--- src/rtl/ibex_imem_req_ctrl_pkg.sv ---
// rtl/ibex_imem_req_ctrl_pkg.sv - shared constants for the instruction-memory request controller
//
// Purpose: default outstanding-request depth and address alignment masks.
package ibex_imem_req_ctrl_pkg;

    // Default number of granted-but-unanswered requests; must match the fetch FIFO.
    localparam int unsigned NUM_REQS_DEFAULT = 2;

    // Bus fetches are word aligned.
    localparam logic [31:0] FETCH_WORD_MASK = 32'hFFFF_FFFC;

    // FIFO restart address is halfword aligned (compressed instructions).
    localparam logic [31:0] FETCH_HALF_MASK = 32'hFFFF_FFFE;

endpackage

--- src/rtl/ibex_imem_req_ctrl.sv ---
// rtl/ibex_imem_req_ctrl.sv - instruction-memory fetch request issue and response tracking
//
// Purpose: issues word-aligned instruction bus requests, tracks up to NUM_REQS
// outstanding responses, discards responses to fetches made before a branch and
// forwards surviving responses to the fetch FIFO.
//
// Ports:
//   clk_i, rst_ni                      clock, asynchronous active-low reset
//   req_i, branch_i, addr_i            IF-stage fetch enable and redirect
//   fifo_ready_i                       fetch FIFO has room for one more response
//   fifo_clear_o, fifo_addr_o          FIFO flush and restart address
//   fifo_valid_o/rdata_o/err_o         surviving response to the FIFO
//   busy_o                             request pending or responses outstanding
//   instr_req_o/gnt_i/addr_o           instruction bus request channel
//   instr_rvalid_i/rdata_i/err_i       instruction bus response channel
module ibex_imem_req_ctrl
    import ibex_imem_req_ctrl_pkg::*;
#(
    parameter int unsigned NUM_REQS = NUM_REQS_DEFAULT
) (
    input  logic        clk_i,
    input  logic        rst_ni,
    input  logic        req_i,
    input  logic        branch_i,
    input  logic [31:0] addr_i,
    input  logic        fifo_ready_i,
    output logic        fifo_clear_o,
    output logic [31:0] fifo_addr_o,
    output logic        fifo_valid_o,
    output logic [31:0] fifo_rdata_o,
    output logic        fifo_err_o,
    output logic        busy_o,
    output logic        instr_req_o,
    input  logic        instr_gnt_i,
    output logic [31:0] instr_addr_o,
    input  logic        instr_rvalid_i,
    input  logic [31:0] instr_rdata_i,
    input  logic        instr_err_i
);

    logic [31:0]         r_fetch_addr;
    logic                r_req_pending;
    logic [NUM_REQS-1:0] r_outstanding;   // thermometer code, bit0 = oldest
    logic [NUM_REQS-1:0] r_discard;       // aligned with r_outstanding

    logic                w_new_req;
    logic                w_req;
    logic                w_gnt;
    logic                w_rvalid;
    logic [31:0]         w_branch_addr;
    logic [31:0]         w_addr;
    logic [NUM_REQS-1:0] w_out_shift;
    logic [NUM_REQS-1:0] w_disc_shift;
    logic [NUM_REQS-1:0] w_out_next;
    logic [NUM_REQS-1:0] w_disc_next;

    assign w_branch_addr = addr_i & FETCH_WORD_MASK;

    // A new request needs a free tracker slot; an ungranted one is held regardless.
    assign w_new_req = req_i & fifo_ready_i & ~r_outstanding[NUM_REQS-1];
    assign w_req     = w_new_req | r_req_pending;
    assign w_addr    = branch_i ? w_branch_addr : r_fetch_addr;
    assign w_gnt     = w_req & instr_gnt_i;
    assign w_rvalid  = instr_rvalid_i & r_outstanding[0];

    always_comb begin
        w_out_shift  = r_outstanding;
        w_disc_shift = r_discard;
        if (w_rvalid) begin
            w_out_shift  = {1'b0, r_outstanding[NUM_REQS-1:1]};
            w_disc_shift = {1'b0, r_discard[NUM_REQS-1:1]};
        end

        // Appending sets the lowest free slot; its discard bit is already clear
        // because discard bits only ever sit on occupied slots.
        w_out_next = w_out_shift;
        if (w_gnt) begin
            w_out_next = {w_out_shift[NUM_REQS-2:0], 1'b1};
        end

        // A branch condemns everything still in flight after this cycle's retire,
        // but not a grant taken in the same cycle (that one is for the new target).
        w_disc_next = branch_i ? w_out_shift : w_disc_shift;
    end

    always_ff @(posedge clk_i or negedge rst_ni) begin
        if (!rst_ni) begin
            r_fetch_addr  <= 32'h0;
            r_req_pending <= 1'b0;
            r_outstanding <= '0;
            r_discard     <= '0;
        end else begin
            r_req_pending <= w_req & ~instr_gnt_i;
            r_outstanding <= w_out_next;
            r_discard     <= w_disc_next;
            if (w_gnt) begin
                r_fetch_addr <= w_addr + 32'd4;
            end else if (branch_i) begin
                r_fetch_addr <= w_branch_addr;
            end
        end
    end

    assign instr_req_o  = w_req;
    assign instr_addr_o = w_addr;

    assign fifo_clear_o = branch_i;
    assign fifo_addr_o  = addr_i & FETCH_HALF_MASK;
    assign fifo_valid_o = w_rvalid & ~r_discard[0];
    assign fifo_rdata_o = instr_rdata_i;
    assign fifo_err_o   = instr_err_i;

    assign busy_o = w_req | r_outstanding[0];

    // The bus must never answer a request that was not granted.
    a_rvalid_expected: assert property (
        @(posedge clk_i) disable iff (!rst_ni) instr_rvalid_i |-> r_outstanding[0]
    );

endmodule

--- config.mk ---
export PLATFORM = sky130hd
export DESIGN_NAME = ibex_imem_req_ctrl
export DESIGN_NICKNAME = d
export VERILOG_FILES = /design/src/rtl/ibex_imem_req_ctrl_pkg.sv /design/src/rtl/ibex_imem_req_ctrl.sv
export SDC_FILE = /design/constraint.sdc
export NUM_CORES = 1
export LEC_CHECK = 0
export ABC_AREA = 1
export BUFFER_PORTS_ARGS = -buffer_cell sky130_fd_sc_hd__buf_2
export CAP_MARGIN = 20
export CORE_AREA = 5 5 84 86
export CTS_CLUSTER_DIAMETER = 200
export DETAILED_ROUTE_END_ITERATION = 16
export DIE_AREA = 0 0 89 91
export PLACE_DENSITY_LB_ADDON = 0.05
export SETUP_SLACK_MARGIN = 0.2
export SLEW_MARGIN = 5
export SYNTH_ARGS = -nofsm -noshare
export SYNTH_HDL_FRONTEND = slang
export SYNTH_SLANG_ARGS = --single-unit
export TNS_END_PERCENT = 30
--- constraint.sdc ---
create_clock -name clk_i -period 3.6 [get_ports clk_i]
set_input_delay 0.72 -clock clk_i [delete_from_list [all_inputs] [get_ports clk_i]]
set_output_delay 0.72 -clock clk_i [all_outputs]
set_load 0.02 [all_outputs]
# == After elaboration in Yosys (flattened, before gate mapping) ==
# Cells that the tools add are included.
# totals
regBits,37
latchBits,0
ram_bits,0
mem_bits_ro,0
memories,0
# classes
n_addsub,1
multipliers,0
n_div,0
n_lt_le_gt_ge,0
eq_ne,0
n_shift,0
muxes,6
n_bitwise,11
n_reduce_logical,1
# op_table
operator,count
two-way mux 32 bit,2
"adder 32 x 3 -> 32 bit, second input constant",1
two-way mux 2 bit,4
bitwise AND 1 bit,6
NOT 1 bit,3
bitwise OR 1 bit,2
nonzero test 2 bit,1

# == Longest topological paths before layout ==
# Gate-level depths: netlist of the first run.
# depth
depth_word,5
depth_mapped,12
ltp_nobuf,11

# == Worst setup path before layout of the first run ==
# OpenSTA, ideal clock, no wires.
# synth_timing
path_kind,in2out
from,input port branch_i
to,output port instr_addr_o[31]
arrival_time_ps,1515
required_time_ps,2880
slack_ps,1365
cell_stages,6
n_path_buf,2
path_cell_list,inv_2 buf_6 buf_4 or2_2 o21ai_0 inv_1
# synth_between
elab_chain_len,1
# synth_lines
item,line_no,rtl
from (decl),ibex_imem_req_ctrl.sv:24,"input logic branch_i,"
two-way mux 32 bit,n/a,
to (decl),ibex_imem_req_ctrl.sv:35,"output logic [31:0] instr_addr_o,"
# Every way passes these cells.

# == Worst setup path after layout of the first run ==
# layout_timing
from,input port branch_i
to,output port instr_addr_o[17]
# Same word-level chain as after synthesis.

==> results of run 1 <==
-- where the power goes --
part / internal [mW] / switching, mW
clock network: 0.152 / 0.146
logic: 0.106 / 0.233
registers: 0.458 / 0.0127
total: 0.716 / 0.392
-- flip-flops by register name, indices dropped and copies added (netlist names) --
name and count:
r_fetch_addr 32, r_discard 2, r_outstanding 2, r_req_pending 1
-- worst min-delay path, stage by stage, from the launching register on --
cell and delay (ns):
dfrtp_1 0.36, inv_1 0.04, nor2_1 0.04
-- through the flow --
step,instance area (µm²),util [%],hold WS [ns],setup slack (ns),instances
CTS,3060,49.3,0.481,0.935,522
global route,3060,49.3,0.493,0.857,522
global placement,2980,48.0,0.467,0.956,515
detailed placement,2980,48.0,0.471,0.935,515
finish,3060,49.3,0.479,0.968,522
floorplan,2920,-,0.424,1.36,407
-- area by class of cell --
class                           instances  area [µm²]  area share (%)
Tap cell                               77        96.3            3.15
Inverter                               37         139            4.54
Multi-Input combinational cell        260        1290            42.1
Clock buffer                            7        86.3            2.82
Sequential cell                        37         926            30.2
Timing Repair Buffer                  104         526            17.2
-- logic make-up (layout without fill, tap and decap cells) --
| logic type | after synthesis | in the layout | synth area share, % |
|---|---|---|---|
| and+or+nand+nor | 229 | 229 | 36.3 |
| buffers and inverters | 110 | 148 | 24.1 |
| DFF | 37 | 37 | 31.7 |
| AOI/OAI and AO/OA | 18 | 18 | 4.03 |
| xor gates and xnor gates | 11 | 11 | 3.30 |
| adders and majority gates | 1 | 1 | 0.429 |
| other | 1 | 1 | 0.129 |
-- cells in the final DEF (no fill, tap or decap), types with 3 or more instances in the layout --
cell type  synthesis  routed
clkbuf_8           0       6
nand2_1          136     136
nand3_2            4       4
nor2_4             7       7
inv_1             34      34
buf_2              0     102
nand2_2           15      15
inv_2              3       3
nor2_2             8       8
o21ai_2            3       3
nor2_1            27      27
dfrtp_1           37      37
nand3_1           25      25
xnor2_1            9       9
o21ai_0            8       8
-- metal layers --
layer / GRT usage [%] / vias up
met3: 3.44 / 20
li1: - / 1262
met5: 0 / -
met2: 26.5 / 82
met1: 23.6 / 1067
met4: 7.32 / 0
-- synthesized netlist by cell type, drive strengths merged --
master / count / area (µm²)
dfrtp: 37 / 926
nor2: 42 / 230
inv: 37 / 139
and2: 1 / 6.26
nand3: 29 / 165
a21oi: 2 / 10.0
or2: 1 / 6.26
xor2: 2 / 17.5
buf: 73 / 563
nor3b: 1 / 12.5
ha: 1 / 12.5
xnor2: 9 / 78.8
o21ai: 13 / 87.6
o22ai: 1 / 6.26
nand2: 151 / 604
a22oi: 1 / 7.51
a31oi: 1 / 6.26
nand3b: 2 / 15.0
conb: 1 / 3.75
nand4: 2 / 18.8
-- path summary, 6_finish.rpt --
check	from	end	slack, ns	cells past startpoint
worst max register to register	r_outstanding[1]	r_fetch_addr[31]	1.87	10
worst max-delay path	branch_i	instr_addr_o[17]	0.97	6
worst min-delay path	r_fetch_addr[0]	r_fetch_addr[0]	0.48	2
worst min register to register	r_fetch_addr[0]	r_fetch_addr[0]	0.48	2
max in group asynchronous	rst_ni	r_fetch_addr[27]	2.54	1
min in group asynchronous	rst_ni	r_fetch_addr[1]	0.53	1
==> impl_metrics.csv, run 1 <==
group,metric,value,unit
clocking,numCtsBuffers,5,
worst_setup_path,critPathMaxFanout,25,
die,ios,173,
timing,hold_viol,0,
logic_synthesis,yosysUniqueCellTypes,31,
layout,antenna_cells,0,
worst_setup_path,max_stage_delay,0.32,ns
route,first_iter_violations,76,
worst_setup_path,crit_buf_inv,4,
pwr,power,1.11,mW
grt,grt_pass1_wl,11100,µm
logic_synthesis,synthesis.nets,480,
timing,slew_headroom,43.6,%
layout,nFillCells,665,
logic_synthesis,syn_area_per_cell,7.17,µm²
pwr,power_density,362,mW/mm²
route,wl_per_cell,12.9,µm
worst_setup_path,crit_arrival,1.91,ns
layout,final_nets,518,
timing,finalSetupViolCount,0,
grt,grt_pass1_vias,2306,
clocking,cts_sinks,37,
clocking,cts_setup_buffers,0,
die,initial_core_util,47.0,%
grt,gr-usage-all-layers,17.3,%
die,die_width,89,µm
worst_setup_path,cp-end-kind,"output pin",
clocking,clk_latency,0.30,ns
placement,io_buffers,102,
route,vias,2431,
worst_setup_path,crit_slowest_cell,"inv_2",
worst_setup_path,startpoint_type,"input pin",
die,dieHeight,91,µm
route,wl_met1,2950,µm
layout,drive_above_1_share,34.6,%
run,maxCapViolations,0,
grt,grt_antenna_before_repair,0,
route,drt-total-wl,6730,µm
worst_hold_path,hold_class,"flip-flop to flip-flop",
logic_synthesis,ys_seq_area_share,31.7,%
timing,drv_slew,0,
die,coreArea,0.00620,mm²
clocking,path_clk_slew,0.07,ns
timing,period_needed,2.63,ns
route,met2RoutedLength,3050,µm
logic_synthesis,syn_area,0.00292,mm²
logic_synthesis,syn_inst,407,
timing,rsz0062_at_grt,"no",
status,status,"finished, final reports clean",
placement,globalplace.congestion,0.802,
placement,hpwl,5270,µm
clocking,cts_buffer_depth,2,
layout,area_growth,4.98,%
clocking,post_cts_resized,0,
grt,grt_start_max_net_pins,38,
worst_setup_path,crit_required,2.88,ns
pwr,p_leak,1.65,nW
route,highest_layer,"met4",
clocking,cts_htree_levels,2,
timing,setup_tns,0,ns
route,viasPerCell,4.66,
timing,post-route-period-util,73.1,%
worst_setup_path,cp_top_family,"buffers and inverters",
timing,tightest_slew,0.846,ns
route,drc,0,
clocking,cts_hold_repair.buffers,0,
grt,grt_overflow,0,
logic_synthesis,yosysWarnings,0,
die,row_count,29,
route,dr_wl_met3,571,µm
worst_setup_path,criticalPathCategory,"input pin to output pin",
logic_synthesis,ys_ff_latch,37,
die,die-area,0.00810,mm²
worst_setup_path,crit_chain,"buf_2, inv_2, buf_4, nand2_1, nand2_1, buf_2",
timing,fmax,380,MHz
clocking,cts_tree,"built",
pwr,ir_drop,185,µV
clocking,cts_root_buf,"clkbuf_8",
timing,fin_skew,0.00760,ns
route,ant_nets,0,
route,dr.pass1.iters,4,
No activity file was read; power rests on OpenSTA's default activity.
==> run 2: changes to the inputs <==
--- a/config.mk
+++ b/config.mk
@@ -8,10 +8,10 @@
 export ABC_AREA = 1
 export BUFFER_PORTS_ARGS = -buffer_cell sky130_fd_sc_hd__buf_2
 export CAP_MARGIN = 20
-export CORE_AREA = 5 5 84 86
+export CORE_AREA = 5 5 92 94
 export CTS_CLUSTER_DIAMETER = 200
 export DETAILED_ROUTE_END_ITERATION = 16
-export DIE_AREA = 0 0 89 91
+export DIE_AREA = 0 0 97 99
 export PLACE_DENSITY_LB_ADDON = 0.05
 export SETUP_SLACK_MARGIN = 0.2
 export SLEW_MARGIN = 5
==> constraint.sdc (replaced) <==
create_clock -name clk_i -period 2.25 [get_ports clk_i]
set_input_delay 0.45 -clock clk_i [delete_from_list [all_inputs] [get_ports clk_i]]
set_output_delay 0.45 -clock clk_i [all_outputs]
set_load 0.02 [all_outputs]
==> run 2 against run 1 <==
Against the previous run: final area rose by 4.0%; first-iteration DRC count fell by 7.9%; non-clock buffer count rose by 10; total power rose by 63%; die area rose by 19%; sequential power rose by 60%; via count fell by 0.16%; global-route usage fell by 2.4 points; setup slack got worse by 0.60 ns; sequential cell count did not move; clock-buffer cell count fell by 2.
==> impl_metrics.csv, run 2 (synthesized netlist as in run 1, its figures left out) <==
group,metric,value,unit
clocking,clk_latency,0.29,ns
route,ant_nets,0,
timing,fin_skew,0.00978,ns
die,die_width,97,µm
die,initial_core_util,38.5,%
timing,post-route-period-util,83.8,%
layout,design_area,0.00318,mm²
worst_setup_path,critPathMaxFanout,13,
worst_setup_path,criticalPathCategory,"input pin to output pin",
grt,grt_pass1_vias,2496,
die,row_count,32,
clocking,cts_setup_buffers,0,
timing,drv_slew,0,
layout,final_cell_mix,"136 x nand2_1, 102 x buf_2, 37 x dfrtp_1",
grt,grt_pass1_wl,11900,µm
layout,ff_latch_area,926,µm²
layout,final_nets,528,
timing,hold_viol,0,
die,die-area,0.00960,mm²
route,drt-total-wl,6940,µm
placement,dpl-instance-area,0.00309,mm²
die,ios,173,
layout,drive_above_1_share,36.4,%
route,wl_per_cell,12.4,µm
clocking,cts_tree,"built",
route,vias,2427,
worst_setup_path,startpoint_type,"input pin",
layout,nFillCells,849,
clocking,numCtsBuffers,5,
worst_setup_path,crit_arrival,1.44,ns
grt,grt_busiest_layer,"met2",
timing,setup_tns,0,ns
placement,io_buffers,102,
clocking,path_clk_slew,0.08,ns
grt,met2_usage,23.5,%
worst_setup_path,cp-end-kind,"output pin",
pwr,power,1.80,mW
timing,fmax,530,MHz
grt,gr-usage-all-layers,14.9,%
clocking,cts_root_buf,"clkbuf_8",
worst_setup_path,crit_required,1.80,ns
timing,hold-worst-slack,0.107,ns
pwr,power_density,566,mW/mm²
layout,multi_input_area,0.00129,mm²
pwr,ir_drop,238,µV
worst_hold_path,hold_class,"input pin to async pin",
grt,grt_start_max_net_pins,38,
layout,area_growth,9.18,%
pwr,p_leak,1.70,nW
route,dr.pass1.iters,4,
status,status,"finished, final reports clean",
clocking,cts_hold_repair.buffers,0,
die,coreArea,0.00757,mm²
layout,largest_register_ffs,32,
grt,grtUsageMet3,4.81,%
route,drc,0,
layout,fin_util,42.1,%
clocking,cts_sinks,37,
clocking,post_cts_resized,0,
layout,largest-register,"r_fetch_addr",
timing,finalSetupViolCount,0,
clocking,cts_buffer_depth,2,
clocking,cts_htree_levels,2,
grt,grt_overflow,0,
placement,globalplace.congestion,0.841,
layout,final_common_cell,"nand2_1",
layout,antenna_cells,0,
die,dieHeight,99,µm
placement,hpwl,5580,µm
grt,grt_antenna_before_repair,0,
route,first_iter_violations,70,
timing,period_needed,1.89,ns
timing,rsz0062_at_grt,"no",
grt,grt.met1_usage,19.6,%
run,maxCapViolations,0,
layout,reg_top3,"r_fetch_addr: 32 flops, r_discard: 2 flops, r_outstanding: 2 flops",
route,viasPerCell,4.35,
run 2: layer usage:
layer | vias up | wire, µm
met5 | - | 0
met4 | 0 | 102
met3 | 17 | 515
met2 | 71 | 3090
met1 | 1060 | 3230
li1 | 1279 | -
run 2: cell type report:
class,instances,area share [%]
clock inverter,3,0.668
multi-input combinational,260,40.5
inverter,37,4.36
timing repair buffer,114,19.3
sequential,37,29.1
clock buffer,5,2.16
tap,102,4.01
run 2: critical path: stages:
cell and delay [ns]:
buf_2 0.11, inv_2 0.06, buf_4 0.18, or2_2 0.28
o21ai_0 0.11, inv_1 0.08, buf_2 0.17
run 2: stage by stage:
step / instances / setup slack, ns
after detailed placement: 550 / 0.194
after global routing: 558 / 0.263
final: 558 / 0.364
after CTS: 558 / 0.364
after global placement: 550 / 0.197
after floorplan: 407 / 0.350
run 2: report_power, final:
group          internal (mW)  switching, mW  total [mW]  leakage, nW
Clock                  0.220          0.262       0.482       0.0445
Combinational          0.191          0.377       0.567         1.20
Sequential             0.732         0.0199       0.752        0.456
run 2: worst paths after layout:
check / slack (ns) / end / cells after the start / start
max in group asynchronous: 1.95 / r_fetch_addr[21] / 2 / rst_ni
setup / recovery: 0.36 / instr_addr_o[31] / 7 / branch_i
min in group clk_i: 0.34 / r_req_pending / 2 / instr_gnt_i
setup reg to reg: 0.48 / r_fetch_addr[31] / 10 / r_outstanding[1]
hold reg to reg: 0.48 / r_fetch_addr[0] / 2 / r_fetch_addr[0]
hold / removal: 0.11 / r_req_pending / 2 / rst_ni
==> run 3: changes to the inputs <==
--- a/config.mk
+++ b/config.mk
@@ -5,13 +5,13 @@
 export SDC_FILE = /design/constraint.sdc
 export NUM_CORES = 1
 export LEC_CHECK = 0
-export ABC_AREA = 1
+export ABC_AREA = 0
 export BUFFER_PORTS_ARGS = -buffer_cell sky130_fd_sc_hd__buf_2
 export CAP_MARGIN = 20
-export CORE_AREA = 5 5 92 94
+export CORE_AREA = 5 5 86 88
 export CTS_CLUSTER_DIAMETER = 200
 export DETAILED_ROUTE_END_ITERATION = 16
-export DIE_AREA = 0 0 97 99
+export DIE_AREA = 0 0 91 93
 export PLACE_DENSITY_LB_ADDON = 0.05
 export SETUP_SLACK_MARGIN = 0.2
 export SLEW_MARGIN = 5
==> constraint.sdc (replaced) <==
create_clock -name clk_i -period 1.9 [get_ports clk_i]
set_input_delay 0.38 -clock clk_i [delete_from_list [all_inputs] [get_ports clk_i]]
set_output_delay 0.38 -clock clk_i [all_outputs]
set_load 0.02 [all_outputs]
==> run 3 against run 2 <==
Against the previous run: wire length down 2.8%; critical path depth down 1; sequential cell count unchanged; largest power group unchanged; highest routed layer unchanged.
==> impl_metrics.csv, run 3 <==
group,metric,value,unit
run,maxCapViolations,0,
logic_synthesis,synth.area.top_cells,"dfrtp_1 33%, buf_4 18%, mux2_2 9.2%",
timing,hold_viol,0,
worst_hold_path,hold_class,"input pin to flip-flop",
grt,grt_overflow,0,
worst_setup_path,crit_required,2.11,ns
logic_synthesis,syn_area,0.00281,mm²
layout,reg_top3,"r_fetch_addr: 32 flops, r_discard: 2 flops, r_outstanding: 2 flops",
logic_synthesis,synth-async-reset-ratio,100,%
worst_setup_path,critPathMaxFanout,5,
route,first_iter_violations,40,
worst_setup_path,crit_buf_inv,1,
clocking,cts_htree_levels,2,
logic_synthesis,ys_seq_area_share,32.9,%
clocking,cts_tree,"built",
layout,drive_above_1_share,55.6,%
timing,fin_skew,0.00817,ns
pwr,p_leak,1.80,nW
pwr,p_seq_share,35.1,%
timing,setup_tns,0,ns
pwr,switchingPower,0.851,mW
layout,final_common_cell,"buf_2",
route,highest_layer,"met4",
timing,fmax,576,MHz
logic_synthesis,synth_edf_count,0,
placement,io_buffers,102,
timing,rsz0062_at_grt,"yes",
layout,final_nets,457,
layout,multi_input_area,0.00139,mm²
worst_setup_path,crit_slowest_cell,"or3_4",
route,wl_met1,2860,µm
grt,grt_antenna_before_repair,0,
worst_setup_path,max_stage_delay,0.40,ns
layout,fin_util,55.3,%
logic_synthesis,synth_ff_type,"dfrtp_1",
layout,largest_register_ffs,32,
route,viasPerCell,4.93,
placement,hpwl,5340,µm
worst_setup_path,startpoint_type,"flip-flop",
worst_setup_path,criticalPathCategory,"flip-flop to flip-flop",
pwr,ir_drop,373,µV
grt,grt_pass1_wl,11000,µm
logic_synthesis,yosys-top-cells-count,"68 x buf_4, 37 x dfrtp_1, 25 x nand2_1",
pwr,internal_power,1.87,mW
timing,setup_ws,0.163,ns
route,drt-total-wl,6740,µm
route,ant_nets,0,
route,dr.pass1.iters,4,
clocking,cts_sinks,37,
layout,area_growth,29.3,%
placement,dp_slack,-0.158,ns
worst_setup_path,cp_top_family,"simple AND/OR/NAND/NOR gates",
logic_synthesis,ys_ff_latch,37,
timing,period_needed,1.74,ns
layout,largest-register,"r_fetch_addr",
worst_setup_path,cp-end-kind,"flip-flop",
grt,gr-usage-all-layers,15.8,%
route,met2RoutedLength,3220,µm
clocking,path_clk_slew,0.08,ns
route,vias,2293,
logic_synthesis,yosysUniqueCellTypes,50,
die,ios,173,
timing,finalSetupViolCount,0,
logic_synthesis,synthesis.nets,362,
placement,globalplace.congestion,0.782,
die,initial_core_util,42.8,%
pwr,combPwrFrac,34.4,%
pwr,power,2.72,mW
logic_synthesis,syn_inst,289,
pwr,power_density,748,mW/mm²
logic_synthesis,synth.most_common_cell,"buf_4",
worst_setup_path,crit_chain,"and3b_2, o21ai_2, or3_4, buf_12, nor4_4, xor2_1",
layout,nFillCells,619,
clocking,cts_buffer_depth,2,
pwr,p_clk_share,30.4,%
layout,antenna_cells,0,
route,drc,0,
pwr,swShare,31.3,%
die,dieHeight,93,µm
grt,grt_start_max_net_pins,18,
die,die-area,0.00846,mm²
timing,post-route-period-util,91.4,%
grt,grt_pass1_vias,2336,
logic_synthesis,yosysWarnings,0,
clocking,numCtsBuffers,5,
layout,ff_latch_area,926,µm²
timing,drv_slew,0,
die,die_width,91,µm
die,row_count,30,
clocking,clk_latency,0.30,ns
route,dr_wl_met3,580,µm
clocking,cts_root_buf,"clkbuf_8",
logic_synthesis,synth_top_area_cell,"dfrtp_1",
status,status,"finished, final reports clean",
die,coreArea,0.00657,mm²
layout,final_cell_mix,"100 x buf_2, 51 x buf_4, 37 x dfrtp_1",
logic_synthesis,synth.top_cell.area_share,32.9,%
logic_synthesis,syn_area_per_cell,9.72,µm²
route,wl_per_cell,14.5,µm
worst_setup_path,crit_arrival,1.95,ns
-- run 3: per-layer routing --
metal  vias up  GRT usage (%)
met3         9           4.91
met1      1078           19.1
met5         -              0
met2        83           27.2
met4         0           4.28
li1       1123              -
-- run 3: kinds of logic (layout without fill, tap and decap cells) --
family | Yosys count | in the layout | share of synthesized area, %
other | 1 | 1 | 0.133
DFF | 37 | 37 | 32.9
adders and majority gates | 1 | 1 | 0.445
buffers and inverters | 80 | 176 | 20.5
AOI/OAI and AO/OA | 24 | 24 | 6.86
xor gates and xnor gates | 27 | 27 | 8.42
muxes | 31 | 31 | 12.4
and+or+nand+nor | 88 | 88 | 18.3
-- run 3: stage by stage --
step	cell area, µm²	instances	hold slack (ns)
2_1_floorplan	2890	289	0.0844
3_3_place_gp	3320	450	0.227
3_5_place_dp	3320	450	0.230
4_1_cts	3580	463	0.249
5_1_grt	3630	465	0.259
6_report	3630	465	0.272
-- run 3: cell type report --
cell class	count	share of cell area, %
timing repair buffer	162	29.3
sequential	37	25.5
clock inverter	3	1.79
clock buffer	5	1.89
tap	80	2.75
inverter	6	0.620
multi-input combinational	172	38.1
-- run 3: final timing paths --
kind / start / end / slack (ns) / cells past startpoint
max in group asynchronous: rst_ni / r_fetch_addr[26] / 0.95 / 3
setup reg to reg: r_outstanding[1] / r_fetch_addr[29] / 0.16 / 6
hold / removal: instr_gnt_i / r_req_pending / 0.27 / 2
min in group asynchronous: rst_ni / r_fetch_addr[19] / 0.47 / 2
setup / recovery: r_outstanding[1] / r_fetch_addr[29] / 0.16 / 6
hold reg to reg: r_fetch_addr[0] / r_fetch_addr[0] / 0.53 / 1
-- run 3: repair_timing --
| action | 4_1_cts | 5_1_grt |
|---|---|---|
| pin swaps | 2 | 0 |
| hold endpoints to repair | 6 | 0 |
| resized for setup | 14 | 5 |
| cloned | 1 | 1 |
| setup buffers | 3 | 1 |
| hold buffers | 1 | 0 |
| setup endpoints to repair | 41 | 31 |
-- run 3: power groups by stage --
stage	logic, mW	registers [mW]	clock network, mW
6_report	0.935	0.956	0.828
5_1_grt	1.02	0.969	0.893
4_1_cts	0.925	0.955	0.850
3_5_place_dp	0.879	0.976	0
3_3_place_gp	0.873	0.972	0
2_1_floorplan	0.672	0.957	0
